### src/rtl/mem_ctrl_pkg.sv
// Shared widths, constants, length encodings and FSM states for the memory controller.
package mem_ctrl_pkg;

    localparam int unsigned ADDR_W = 32;
    localparam int unsigned WORD_W = 32;
    localparam int unsigned BYTES  = WORD_W / 8;
    localparam int unsigned CNT_W  = 3;

    localparam logic [WORD_W-1:0] ZERO_WORD = '0;
    localparam logic TRUE  = 1'b1;
    localparam logic FALSE = 1'b0;

    localparam logic [1:0] LEN_BYTE = 2'b00;
    localparam logic [1:0] LEN_HALF = 2'b01;
    localparam logic [1:0] LEN_WORD = 2'b10;

    typedef enum logic [2:0] {
        IDLE   = 3'd0,
        IF_RD  = 3'd1,
        MEM_RD = 3'd2,
        MEM_WR = 3'd3,
        DONE   = 3'd4
    } state_t;

    // Byte count of a MEM access; any len with bit 1 set is a full word.
    function automatic logic [CNT_W-1:0] len_to_n(input logic [1:0] len);
        logic [CNT_W-1:0] n;
        if (len[1] == LEN_WORD[1])
            n = CNT_W'(BYTES);
        else if (len == LEN_HALF)
            n = CNT_W'(2);
        else
            n = CNT_W'(1);
        return n;
    endfunction

endpackage

### src/rtl/mem_byte_seq.sv
// Byte sequencer: issue/receive counters, read-pending flag, and word lane assembly/extraction.
module mem_byte_seq
    import mem_ctrl_pkg::*;
(
    input  logic              clk,
    input  logic              rst_n,
    input  logic              start,
    input  logic              clear,
    input  logic              issue,
    input  logic              is_read,
    input  logic [ADDR_W-1:0] base_in,
    input  logic [CNT_W-1:0]  n_in,
    input  logic [WORD_W-1:0] wdata_in,
    input  logic [7:0]        ram_din,
    output logic [ADDR_W-1:0] issue_addr_c,
    output logic [7:0]        issue_byte_c,
    output logic              issue_left_c,
    output logic              last_issue_c,
    output logic              rd_done_c,
    output logic [WORD_W-1:0] word
);

    logic [ADDR_W-1:0] base;
    logic [CNT_W-1:0]  n;
    logic [WORD_W-1:0] wdata;
    logic [CNT_W-1:0]  issue_cnt;
    logic [CNT_W-1:0]  recv_cnt;
    logic              rd_pend;

    assign issue_addr_c = base + ADDR_W'(issue_cnt);
    assign issue_byte_c = wdata[{issue_cnt[1:0], 3'b000} +: 8];
    assign issue_left_c = issue_cnt < n;
    assign last_issue_c = (issue_cnt + CNT_W'(1)) == n;
    // Done counts a capture landing this cycle so DONE follows the last byte directly.
    assign rd_done_c    = (recv_cnt == n) || (rd_pend && ((recv_cnt + CNT_W'(1)) == n));

    always_ff @(posedge clk or negedge rst_n) begin
        if (!rst_n) begin
            base      <= '0;
            n         <= '0;
            wdata     <= ZERO_WORD;
            issue_cnt <= '0;
            recv_cnt  <= '0;
            rd_pend   <= FALSE;
            word      <= ZERO_WORD;
        end else if (start) begin
            base      <= base_in;
            n         <= n_in;
            wdata     <= wdata_in;
            issue_cnt <= '0;
            recv_cnt  <= '0;
            rd_pend   <= FALSE;
            word      <= ZERO_WORD;
        end else if (clear) begin
            issue_cnt <= '0;
            recv_cnt  <= '0;
            rd_pend   <= FALSE;
        end else begin
            if (issue)
                issue_cnt <= issue_cnt + CNT_W'(1);
            rd_pend <= issue && is_read;
            // Capture is independent of rdy so an issued byte is never dropped.
            if (rd_pend) begin
                word[{recv_cnt[1:0], 3'b000} +: 8] <= ram_din;
                recv_cnt <= recv_cnt + CNT_W'(1);
            end
        end
    end

endmodule

### src/rtl/mem_ctrl.sv
// IF/MEM arbiter and byte-wide RAM bus controller (MEM has priority).
// Optional IO_STALL_EN adds io_buffer_full to hold stores to addresses with [17:16] == 2'b11.
module mem_ctrl
    import mem_ctrl_pkg::*;
(
    input  logic              clk,
    input  logic              rst_n,
    input  logic              rdy,
`ifdef IO_STALL_EN
    input  logic              io_buffer_full,
`endif
    input  logic              if_request,
    input  logic [ADDR_W-1:0] if_addr,
    input  logic              if_flush,
    output logic [WORD_W-1:0] if_inst,
    output logic              if_enable,
    input  logic              mem_request,
    input  logic              mem_wr,
    input  logic [1:0]        mem_len,
    input  logic [ADDR_W-1:0] mem_addr,
    input  logic [WORD_W-1:0] mem_wdata,
    output logic [WORD_W-1:0] mem_rdata,
    output logic              mem_enable,
    input  logic [7:0]        ram_din,
    output logic [7:0]        ram_dout,
    output logic [ADDR_W-1:0] ram_a,
    output logic              ram_wr,
    output logic              busy
);

    state_t            state, state_nxt;
    logic              owner_if, owner_if_nxt;
    logic [WORD_W-1:0] if_inst_nxt, mem_rdata_nxt;
    logic              if_enable_nxt, mem_enable_nxt;
    logic [7:0]        ram_dout_nxt;
    logic [ADDR_W-1:0] ram_a_nxt;
    logic              ram_wr_nxt;

    logic              seq_start, seq_clear, seq_issue, is_read_c, io_stall_c;
    logic [ADDR_W-1:0] base_sel_c, issue_addr_c;
    logic [CNT_W-1:0]  n_sel_c;
    logic [7:0]        issue_byte_c;
    logic              issue_left_c, last_issue_c, rd_done_c;
    logic [WORD_W-1:0] word;

    assign is_read_c  = (state == IF_RD) || (state == MEM_RD);
    assign base_sel_c = mem_request ? mem_addr : if_addr;
    assign n_sel_c    = mem_request ? len_to_n(mem_len) : CNT_W'(BYTES);

`ifdef IO_STALL_EN
    assign io_stall_c = (state == MEM_WR) && (issue_addr_c[17:16] == 2'b11) && io_buffer_full;
`else
    assign io_stall_c = FALSE;
`endif

    mem_byte_seq u_seq (
        .clk          (clk),
        .rst_n        (rst_n),
        .start        (seq_start),
        .clear        (seq_clear),
        .issue        (seq_issue),
        .is_read      (is_read_c),
        .base_in      (base_sel_c),
        .n_in         (n_sel_c),
        .wdata_in     (mem_wdata),
        .ram_din      (ram_din),
        .issue_addr_c (issue_addr_c),
        .issue_byte_c (issue_byte_c),
        .issue_left_c (issue_left_c),
        .last_issue_c (last_issue_c),
        .rd_done_c    (rd_done_c),
        .word         (word)
    );

    // Next-state and next-output logic.
    always_comb begin
        state_nxt      = state;
        owner_if_nxt   = owner_if;
        if_inst_nxt    = if_inst;
        mem_rdata_nxt  = mem_rdata;
        if_enable_nxt  = FALSE;
        mem_enable_nxt = FALSE;
        ram_dout_nxt   = ram_dout;
        ram_a_nxt      = ram_a;
        ram_wr_nxt     = FALSE;
        seq_start      = FALSE;
        seq_clear      = FALSE;
        seq_issue      = FALSE;

        if (rdy) begin
            case (state)
                IDLE: begin
                    if (mem_request) begin
                        seq_start    = TRUE;
                        owner_if_nxt = FALSE;
                        state_nxt    = mem_wr ? MEM_WR : MEM_RD;
                    end else if (if_request && !if_flush) begin
                        seq_start    = TRUE;
                        owner_if_nxt = TRUE;
                        state_nxt    = IF_RD;
                    end
                end
                IF_RD, MEM_RD: begin
                    if ((state == IF_RD) && if_flush) begin
                        seq_clear = TRUE;
                        state_nxt = IDLE;
                    end else begin
                        seq_issue = issue_left_c;
                        if (rd_done_c)
                            state_nxt = DONE;
                    end
                end
                MEM_WR: begin
                    if (issue_left_c && !io_stall_c) begin
                        seq_issue    = TRUE;
                        ram_wr_nxt   = TRUE;
                        ram_dout_nxt = issue_byte_c;
                        if (last_issue_c)
                            state_nxt = DONE;
                    end
                end
                DONE: begin
                    state_nxt = IDLE;
                    if (owner_if) begin
                        if (!if_flush) begin
                            if_enable_nxt = TRUE;
                            if_inst_nxt   = word;
                        end
                    end else begin
                        mem_enable_nxt = TRUE;
                        mem_rdata_nxt  = word;
                    end
                end
                default: state_nxt = IDLE;
            endcase
        end

        if (seq_issue)
            ram_a_nxt = issue_addr_c;
    end

    always_ff @(posedge clk or negedge rst_n) begin
        if (!rst_n) begin
            state      <= IDLE;
            owner_if   <= FALSE;
            if_inst    <= ZERO_WORD;
            mem_rdata  <= ZERO_WORD;
            if_enable  <= FALSE;
            mem_enable <= FALSE;
            ram_dout   <= '0;
            ram_a      <= '0;
            ram_wr     <= FALSE;
            busy       <= FALSE;
        end else begin
            state      <= state_nxt;
            owner_if   <= owner_if_nxt;
            if_inst    <= if_inst_nxt;
            mem_rdata  <= mem_rdata_nxt;
            if_enable  <= if_enable_nxt;
            mem_enable <= mem_enable_nxt;
            ram_dout   <= ram_dout_nxt;
            ram_a      <= ram_a_nxt;
            ram_wr     <= ram_wr_nxt;
            busy       <= (state_nxt != IDLE);
        end
    end

endmodule

### config.mk
export PLATFORM = sky130hd
export DESIGN_NAME = mem_ctrl
export DESIGN_NICKNAME = d
export VERILOG_FILES = /design/src/rtl/mem_ctrl_pkg.sv /design/src/rtl/mem_byte_seq.sv /design/src/rtl/mem_ctrl.sv
export SDC_FILE = /design/constraint.sdc
export NUM_CORES = 1
export LEC_CHECK = 0
export CORE_UTILIZATION = 55
export DETAILED_ROUTE_END_ITERATION = 12
export PLACE_DENSITY = 0.95
export SYNTH_ARGS = -nofsm -noshare
export SYNTH_HDL_FRONTEND = slang
export SYNTH_HIERARCHICAL = 1
export SYNTH_SLANG_ARGS = --single-unit
### constraint.sdc
create_clock -name clk -period 4.6 [get_ports clk]
set_input_delay 0.69 -clock clk [delete_from_list [all_inputs] [get_ports clk]]
set_output_delay 0.69 -clock clk [all_outputs]
set_load 0.005 [all_outputs]
Word level (Yosys, flattened, before mapping)
Cells that the tools add are included.
Widths: inputs -> output; s select.
- register bits after elaboration: 218
- input port bits: 113
- output and inout bits: 108
- logic and storage cells: 102
- $add $sub $neg: 4
- $lt $le $gt $ge: 1
- eq/ne operators: 9
- shift operators: 3
- multiplexer cells: 47
- bitwise operators: 2
- reductions and logical operators: 19
- operator list (kind ; count):
    $mux 32 ; 4
    $mux 3 ; 15
    $add 32x3->32 ; 1
    $bwmux 32 ; 1
    $shift 8x7->32 const A ; 1
    $shiftx 32x6->8 ; 1
    $shiftx 8x7->32 ; 1
    $mux 1 ; 24
    $eq 3x3->1 ; 3
    $pmux 3 s3 ; 1
    $reduce_and 3->1 ; 3
    $reduce_bool 3->1 ; 3
    $neg 5->7 ; 1
    $add 3x1->3 const B ; 2
    $eq 3x2->1 const B ; 2
    $logic_and 1x1->1 ; 4
    $reduce_and 4->1 ; 1
    $reduce_bool 2->1 ; 2
    $eq 3x1->1 const B ; 1
    $eq 3x3->1 const B ; 1
    $logic_not 3->1 ; 1
    $lt 3x3->1 ; 1
    $eq 2x1->1 const B ; 1
    $logic_or 1x1->1 ; 2
    7 further kinds ; 8

Depth between registers and ports, before layout
Gate-level depths: netlist of the first run.
- word-level depth: 9
- mapped depth: 12

Cells and area by module
The synthesis of the first run kept the hierarchy.
- by module, submodules not included (module ; instances ; cells each ; area an instance (um^2) ; seq. area each (um^2)):
    mem_byte_seq ; 1 ; 398 ; 5162.5 ; 2652.5
    mem_ctrl ; 1 ; 304 ; 4785.8 ; 2802.7

Least setup slack after synthesis of the first run
Ideal clock, no wire load.
- path type: flip-flop to flip-flop
- from: register u_seq.recv_cnt[0]
- to: register busy
- arrival time: 2.373 ns
- setup slack: 2.096 ns
- cell stages (with the launch flop): 11
- path buffers: 0
- cells stage by stage: dfrtp_1 -> inv_2 -> ha_1 -> xnor2_1 -> nand3_1 -> o22a_1 -> o22ai_1 -> nor4_1 -> o21ai_0 -> o311ai_0 -> or3_1
- cells in the longest elaborated chain, start to end: 9
- elaborated cells between the ends (all ways): 10
- ends and longest elaborated chain (item ; line ; source):
    from (decl) ; mem_byte_seq.sv:27 ; logic [CNT_W-1:0] recv_cnt;
    from (signal assigned) ; mem_byte_seq.sv:65 ; recv_cnt <= recv_cnt + CNT_W'(1);
    $add 3x1->3 ; mem_byte_seq.sv:35 ; assign rd_done_c = (recv_cnt == n) || (rd_pend && ((recv_cnt + CNT_W'(1)) == n));
    $eq 3x3->1 ; mem_byte_seq.sv:35 ;
    $logic_and 1x1->1 ; mem_byte_seq.sv:35 ;
    $logic_or 1x1->1 (*) ; mem_byte_seq.sv:35 ;
    via rd_done_c ; mem_ctrl.sv:43 ; logic issue_left_c, last_issue_c, rd_done_c;
    $mux 3 (*) ; mem_ctrl.sv:109 ; if (rd_done_c)
    $mux 3 (*) ; mem_ctrl.sv:104 ; if ((state == IF_RD) && if_flush) begin
    $pmux 3 s3 (*) ; mem_ctrl.sv:91 ; case (state)
    $mux 3 (*) ; mem_ctrl.sv:90 ; if (rdy) begin
    via state_nxt[0] ; mem_ctrl.sv:31 ; state_t state, state_nxt;
    $reduce_bool 3->1 (*) ; mem_ctrl.sv:164 ; busy <= (state_nxt != IDLE);
    to (signal assigned) ; mem_ctrl.sv:164 ;
    to (decl) ; mem_ctrl.sv:28 ; output logic busy
The timed path passes the listed nets; every way through them passes the cells marked *.
A chain may end at the register's enable or synchronous reset.

Final worst setup path of the first run
Ends and elaborated chain as after synthesis.

==> results of run 1 <==
## power by group through the flow
stage               Combinational, W  Clock (W)  Sequential, W
floorplan                    0.00144          0        0.00285
global route                 0.00240    0.00192        0.00306
finish                       0.00224    0.00181        0.00299
detailed placement           0.00222          0        0.00300
CTS                          0.00225    0.00184        0.00298
global placement             0.00214          0        0.00297
## registers in the layout, indices dropped and copies added, names as in the netlist
| signal | flops |
|---|---|
| if_inst | 32 |
| mem_rdata | 32 |
| ram_a | 32 |
| u_seq/base | 32 |
| u_seq/wdata | 32 |
| u_seq/word | 32 |
| ram_dout | 8 |
| state | 3 |
| u_seq/issue_cnt | 3 |
| u_seq/n | 3 |
| u_seq/recv_cnt | 3 |
| busy | 1 |
| if_enable | 1 |
| mem_enable | 1 |
| owner_if | 1 |
| ram_wr | 1 |
| u_seq/rd_pend | 1 |
## final cells by class
type | count | area [um2] | area share (%)
clock buffer | 30 | 632 | 4.84
multi-input combinational | 436 | 4260 | 32.6
tap | 225 | 282 | 2.16
sequential | 218 | 5460 | 41.8
clock inverter | 9 | 98.8 | 0.757
timing repair buffer | 228 | 2260 | 17.3
inverter | 16 | 61.3 | 0.470
antenna | 2 | 5.00 | 0.0383
## final timing paths
path / from / cells past startpoint / slack, ns / end
setup / recovery: u_seq/recv_cnt[0]$_DFFE_PN0P_ / 10 / 1.65 / busy$_DFF_PN0_
max in group asynchronous: rst_n / 2 / 3.23 / mem_rdata[1]$_DFFE_PN0P_
hold / removal: rst_n / 1 / 0.28 / if_inst[26]$_DFFE_PN0P_
hold reg to reg: u_seq/wdata[20]$_DFFE_PN0P_ / 1 / 0.50 / u_seq/wdata[20]$_DFFE_PN0P_
min in group clk: u_seq/wdata[20]$_DFFE_PN0P_ / 1 / 0.50 / u_seq/wdata[20]$_DFFE_PN0P_
setup reg to reg: u_seq/recv_cnt[0]$_DFFE_PN0P_ / 10 / 1.65 / busy$_DFF_PN0_
## cells by family after synthesis
group | count (synthesis) | synth area share, %
AO/OA/AOI/OAI | 58 | 4.52
XOR/XNOR | 42 | 3.70
adder cells (fa/ha/maj) | 14 | 1.84
buffers and inverters | 48 | 2.40
flip-flops | 218 | 54.8
multiplexers | 209 | 25.6
AND/OR/NAND/NOR | 113 | 7.09
## through the flow
step	worst slack (ns)	std cells	total power (W)	instance area [um2]	hold slack (ns)
2_1_floorplan	2.10	702	0.00428	9950	0.394
3_3_place_gp	1.57	1123	0.00511	12300	0.486
3_5_place_dp	1.39	1123	0.00522	12300	0.493
4_1_cts	1.66	1162	0.00708	13000	0.349
5_1_grt	1.51	1164	0.00739	13100	0.359
6_report	1.65	1164	0.00703	13100	0.279
## synthesized netlist by cell type, types with 7 or more instances
cell type    n  share of area [%]
dfrtp_1    218                 55
mux2_2     169                 19
mux2_4      29                4.4
a22o_1      28                2.5
nand2_1     27                1.0
xnor2_1     23                2.0
xor2_1      19                1.7
nand3_1     18               0.91
nor2_1      17               0.64
clkbuf_1    15               0.57
inv_1       15               0.57
ha_1        13                1.6
buf_2        8               0.40
mux4_2       8                1.8
o21ai_0      8               0.40
nor4_2       7               0.88
## layer usage
metal	GRT usage [%]	up-vias	part of all wire, %
li1	-	2982	-
met3	6.00	48	7.0
met5	0	-	0
met2	46.3	255	51
met4	7.28	0	2.4
met1	32.0	3394	40
==> metrics.yaml, run 1 <==
timing:
  worstMarginPinSlew_ns: 0.960
  rsz0062_at_grt: "no"
  finalMaxSlewViolations: 0
  relSlewSlack_pct: 36.0
  max_freq_mhz: 339
  fin_tns_setup_ns: 0
  finalCriticalPeriod_ns: 2.95
  setup_viol: 0
  skew_ns: 0.0110
  fin_crit_sh_pct: 64.1
  hold_violations: 0
power_and_ir_drop:
  intPower_w: 0.00492
  power_density_nw_per_um2: 539
  seq_power_share_pct: 42.5
  power_frac_clock_pct: 25.7
  power.switching_w: 0.00211
  leakagePower_nw: 5.81
  combPwrFrac_pct: 31.8
  vdd_ir_drop_max_mv: 0.430
  p_sw_share_pct: 30.1
global_route:
  grt.total_usage_pct: 26.2
  grt_remaining_overflow: 0
  grt_max_degree: 129
  grt_pass1_vias: 7005
  antenna_found_initial: 2
  grt_pass1_wl_um: 37400
place:
  gp_congestion: 0.772
  dp_hpwl_um: 16200
  portBuffers: 220
clock_tree:
  cts_buffers: 23
  cts_max_level: 1
  cts_tree: "yes"
  postCtsSetupRepairBufs: 0
  cts_resized: 0
  cts_sinks: 218
  root_buffer: "clkbuf_16"
  cts_buffer_depth: 3
  clk_pin_slew_ns: 0.06
  ctsHoldBuffers: 0
  clock_latency_ns: 0.50
hold_path:
  hold_path_class: "primary input to async pin"
die:
  core-area_um2: 17500
  fp.dieW_um: 136
  die_h_um: 136
  die_area_um2: 18600
  num_rows: 48
  pin_count: 221
  initial_utilization_pct: 56.9
critical_path:
  cp_max_fo: 8
  crit_type: "flip-flop to flip-flop"
  cp.arrival_ns: 3.33
  worstPathRequired_ns: 4.98
  cpPeakStageDelay_ns: 0.57
  path_buf_inv: 1
  crit_slowest_cell: "dfrtp_1"
  end_kind: "flip-flop"
  start_kind: "flip-flop"
  cp_top_family: "compound AO/OA/AOI/OAI gates"
  crit_chain: "inv_2 -> ha_1 -> xnor2_1 -> nand3_1 -> o22a_1 -> o22ai_1 -> nor4_1 -> o21ai_0 -> o311ai_0 -> or3_1"
yosys:
  synth-main-ff-cell: "dfrtp_1"
  seq_area_frac_synth_pct: 54.8
  synth-edff-count: 0
  synth-seq-cells: 218
  synth_area_um2: 9950
  ys_warn_count: 6
  syn-num-nets: 829
  async_flop_share_pct: 100
  ys_types: 56
  syn_inst: 702
  avgSynthCellArea_um2: 14.2
drt:
  avgViaCountPerCell: 5.74
  num_vias: 6679
  drc: 0
  postRouteAntennaNets: 0
  wl_per_cell_um: 20.2
  drtPass1Iterations: 4
  drtIter0Drc: 348
  routed_wl_um: 23500
run:
  max_cap_violations: 0
finish:
  drive_gt1_share_pct: 29.5
  final_cell_mix: "dfrtp_1 (218), clkdlybuf4s50_1 (218), mux2_2 (169), mux2_4 (29), a22o_1 (28)"
  fillCellCount: 1080
  syn_to_final_growth_pct: 31.2
  utilization_pct: 74.7
  fin_nets: 1050
status:
  status: "finished, final reports clean"
Note: power is estimated with default switching activity, not from simulation.
==> run 2: changes to the inputs <==
Settings changed: CORE_UTILIZATION 55 to 51, PLACE_DENSITY 0.95 to 0.92.
Clock period 4.6 ns to 3.1 ns, I/O delays scaled along.
==> run 2 against run 1 <==
- die area up 7.7%
- worst setup slack worse by 1.3 ns
- the run now ends with hold timing left
- first-iteration DRC count down 43%
- final area up 1.9%
- utilization down 4.3 points
- clock skew down 0.0017 ns
- worst hold slack worse by 0.30 ns
- critical endpoint unchanged
- fmax up 7.6%
- final cell count up 3.6%
- routed wire length down 3.5%
- global-route usage down 2.5 points
==> metrics.yaml, run 2 (synthesis gave the netlist of run 1 again) <==
power_and_ir_drop:
  power.switching_w: 0.00314  # +49%
  power_frac_clock_pct: 28.1  # +2.4 points
  leakagePower_nw: 5.91  # +1.7%
  combPwrFrac_pct: 31.5  # -0.3 points
  p_sw_share_pct: 29.1  # -0.93 points
  vdd_ir_drop_max_mv: 0.492  # +14%
  power_w: 0.0108  # +53%
  intPower_w: 0.00765  # +55%
  seq_power_share_pct: 40.4  # -2.1 points
  power_density_nw_per_um2: 812  # +51%
drt:
  wl_per_cell_um: 18.8  # -6.9%
  drtIter0Drc: 200  # -43%
  num_vias: 6514  # -2.5%
  drtPass1Iterations: 4  # unchanged
  routed_wl_um: 22700  # -3.5%
  postRouteAntennaNets: 0  # unchanged
  drc: 0  # unchanged
  avgViaCountPerCell: 5.40  # -5.9%
clock_tree:
  ctsHoldBuffers: 0  # unchanged
  clock_latency_ns: 0.51  # about the same
  cts_buffer_depth: 3  # unchanged
  cts_resized: 0  # unchanged
  cts_max_level: 1  # unchanged
  root_buffer: "clkbuf_16"
  cts_buffers: 24  # +4.3%
  cts_sinks: 218  # unchanged
  postCtsSetupRepairBufs: 0  # unchanged
  clk_pin_slew_ns: 0.06  # about the same
  cts_tree: "yes"
die:
  core-area_um2: 18900  # +8.1%
  initial_utilization_pct: 52.7  # -4.3 points
  die_area_um2: 20100  # +7.7%
  pin_count: 221  # unchanged
  fp.dieW_um: 142  # +3.8%
  num_rows: 50  # +4.2%
  die_h_um: 142  # +3.8%
critical_path:
  rr_endpoint: "busy$_DFF_PN0_"
  cp.arrival_ns: 3.13  # -0.20 ns
  worstPathRequired_ns: 3.48  # -1.50 ns
  end_kind: "flip-flop"
  crit_chain: "inv_1 -> ha_1 -> xnor2_1 -> nand3_1 -> o22a_1 -> o22ai_1 -> nor4_1 -> o21ai_0 -> o311ai_0 -> or3_1"
  reg2reg_from: "u_seq/recv_cnt[1]$_DFFE_PN0P_"
  crit_slowest_cell: "dfrtp_1"
  start_kind: "flip-flop"
  cp_max_fo: 6  # -2
  crit_type: "flip-flop to flip-flop"
  crit_start: "u_seq/recv_cnt[1]$_DFFE_PN0P_"
  r2r_slack_ns: 0.36  # -1.29 ns
  cpPeakStageDelay_ns: 0.45  # -0.12 ns
  r2r_cells: 10  # unchanged
run:
  max_cap_violations: 0  # unchanged
global_route:
  grt_pass1_vias: 6824  # -2.6%
  grt_remaining_overflow: 0  # unchanged
  grt_pass1_wl_um: 37000  # -1.3%
  grt_max_degree: 96  # -26%
  antenna_found_initial: 2  # unchanged
  grt.total_usage_pct: 23.6  # -2.5 points
finish:
  fin_nets: 1056  # +0.57%
  fillCellCount: 1286  # +19%
  num_antenna_cells: 0  # -2
  utilization_pct: 70.4  # -4.3 points
  syn_to_final_growth_pct: 33.6
  drive_gt1_share_pct: 30.1  # +0.67 points
  final_cell_mix: "dfrtp_1 (218), clkdlybuf4s50_1 (218), mux2_2 (169), mux2_4 (29), a22o_1 (28)"
timing:
  hold_violations: 16  # +16
  holdWs_ns: -0.0230  # -0.302 ns
  rsz0062_at_grt: "no"
  setup_ws_ns: 0.359  # -1.29 ns
  fin_tns_setup_ns: 0  # unchanged
  setup_viol: 0  # unchanged
  finalCriticalPeriod_ns: 2.74  # -0.209 ns
  finalMaxSlewViolations: 0  # unchanged
  max_freq_mhz: 365  # +7.6%
  relSlewSlack_pct: 50.6  # +15 points
  worstMarginPinSlew_ns: 0.740  # -0.220 ns
  fin_crit_sh_pct: 88.4  # +24 points
  skew_ns: 0.00925  # -0.00174 ns
place:
  post-place-ws_ns: 0.379  # -1.01 ns
  gp_congestion: 0.796  # +3.1%
  portBuffers: 220  # unchanged
  dp_hpwl_um: 15900  # -2.0%
status:
  status: "finished, violations left"
  violations: "hold timing"
hold_path:
  hold_path_class: "primary input to async pin"
-- run 2: worst max-delay path: cells and delay by family (launching register included) --
kind / cells / cell delay [ns]
xor+xnor: 1 / 0.19
compound gates: 4 / 0.86
flops: 1 / 0.45
buf+inv: 1 / 0.11
fa+ha+maj: 1 / 0.38
simple gates: 3 / 0.62
-- run 2: area by class of cell --
cell class              instances  area (um2)  share of cell area, %
flip-flops and latches        218        5460                   41.0
multi-input cells             436        4260                   32.0
repair buffers                233        2340                   17.6
clock buffers                  37         751                   5.65
well taps                     260         325                   2.45
clock inverters                 6         109                  0.819
inverters                      16        61.3                  0.461
-- run 2: per-layer routing --
layer	part of all wire [%]	routed length, um	vias to the layer above	global-route usage (%)
met4	2.3	523	4	6.62
li1	-	-	2992	-
met1	43	9750	3254	31.8
met3	6.7	1530	44	5.80
met2	48	10900	220	38.2
met5	0.14	31	-	0
-- run 2: power by group through the flow --
stage,registers [W],clock network (W),logic (W)
floorplan,0.00422,0,0.00213
global placement,0.00433,0,0.00328
detailed placement,0.00439,0,0.00339
CTS,0.00436,0.00308,0.00343
global route,0.00448,0.00321,0.00369
finish,0.00436,0.00303,0.00340
-- run 2: through the flow --
| step | instances | instance area [um2] |
|---|---|---|
| floorplan | 702 | 9950 |
| global placement | 1163 | 12400 |
| detailed placement | 1163 | 12400 |
| CTS | 1206 | 13300 |
| global route | 1206 | 13300 |
| finish | 1206 | 13300 |
-- run 2: how the worst max path moves through the flow --
stage	end
finish	busy$_DFF_PN0_
global route	busy$_DFF_PN0_
CTS	busy$_DFF_PN0_
detailed placement	u_seq/word[6]$_DFFE_PN0P_
global placement	u_seq/word[6]$_DFFE_PN0P_
floorplan	busy$_DFF_PN0_
==> run 3: changes to the inputs <==
Settings changed: ABC_CLOCK_PERIOD_IN_PS from default to 3100, SLEW_MARGIN from default to 25.
==> results of run 3 <==
Final layout, timing and power as in run 2 (identical DEF).
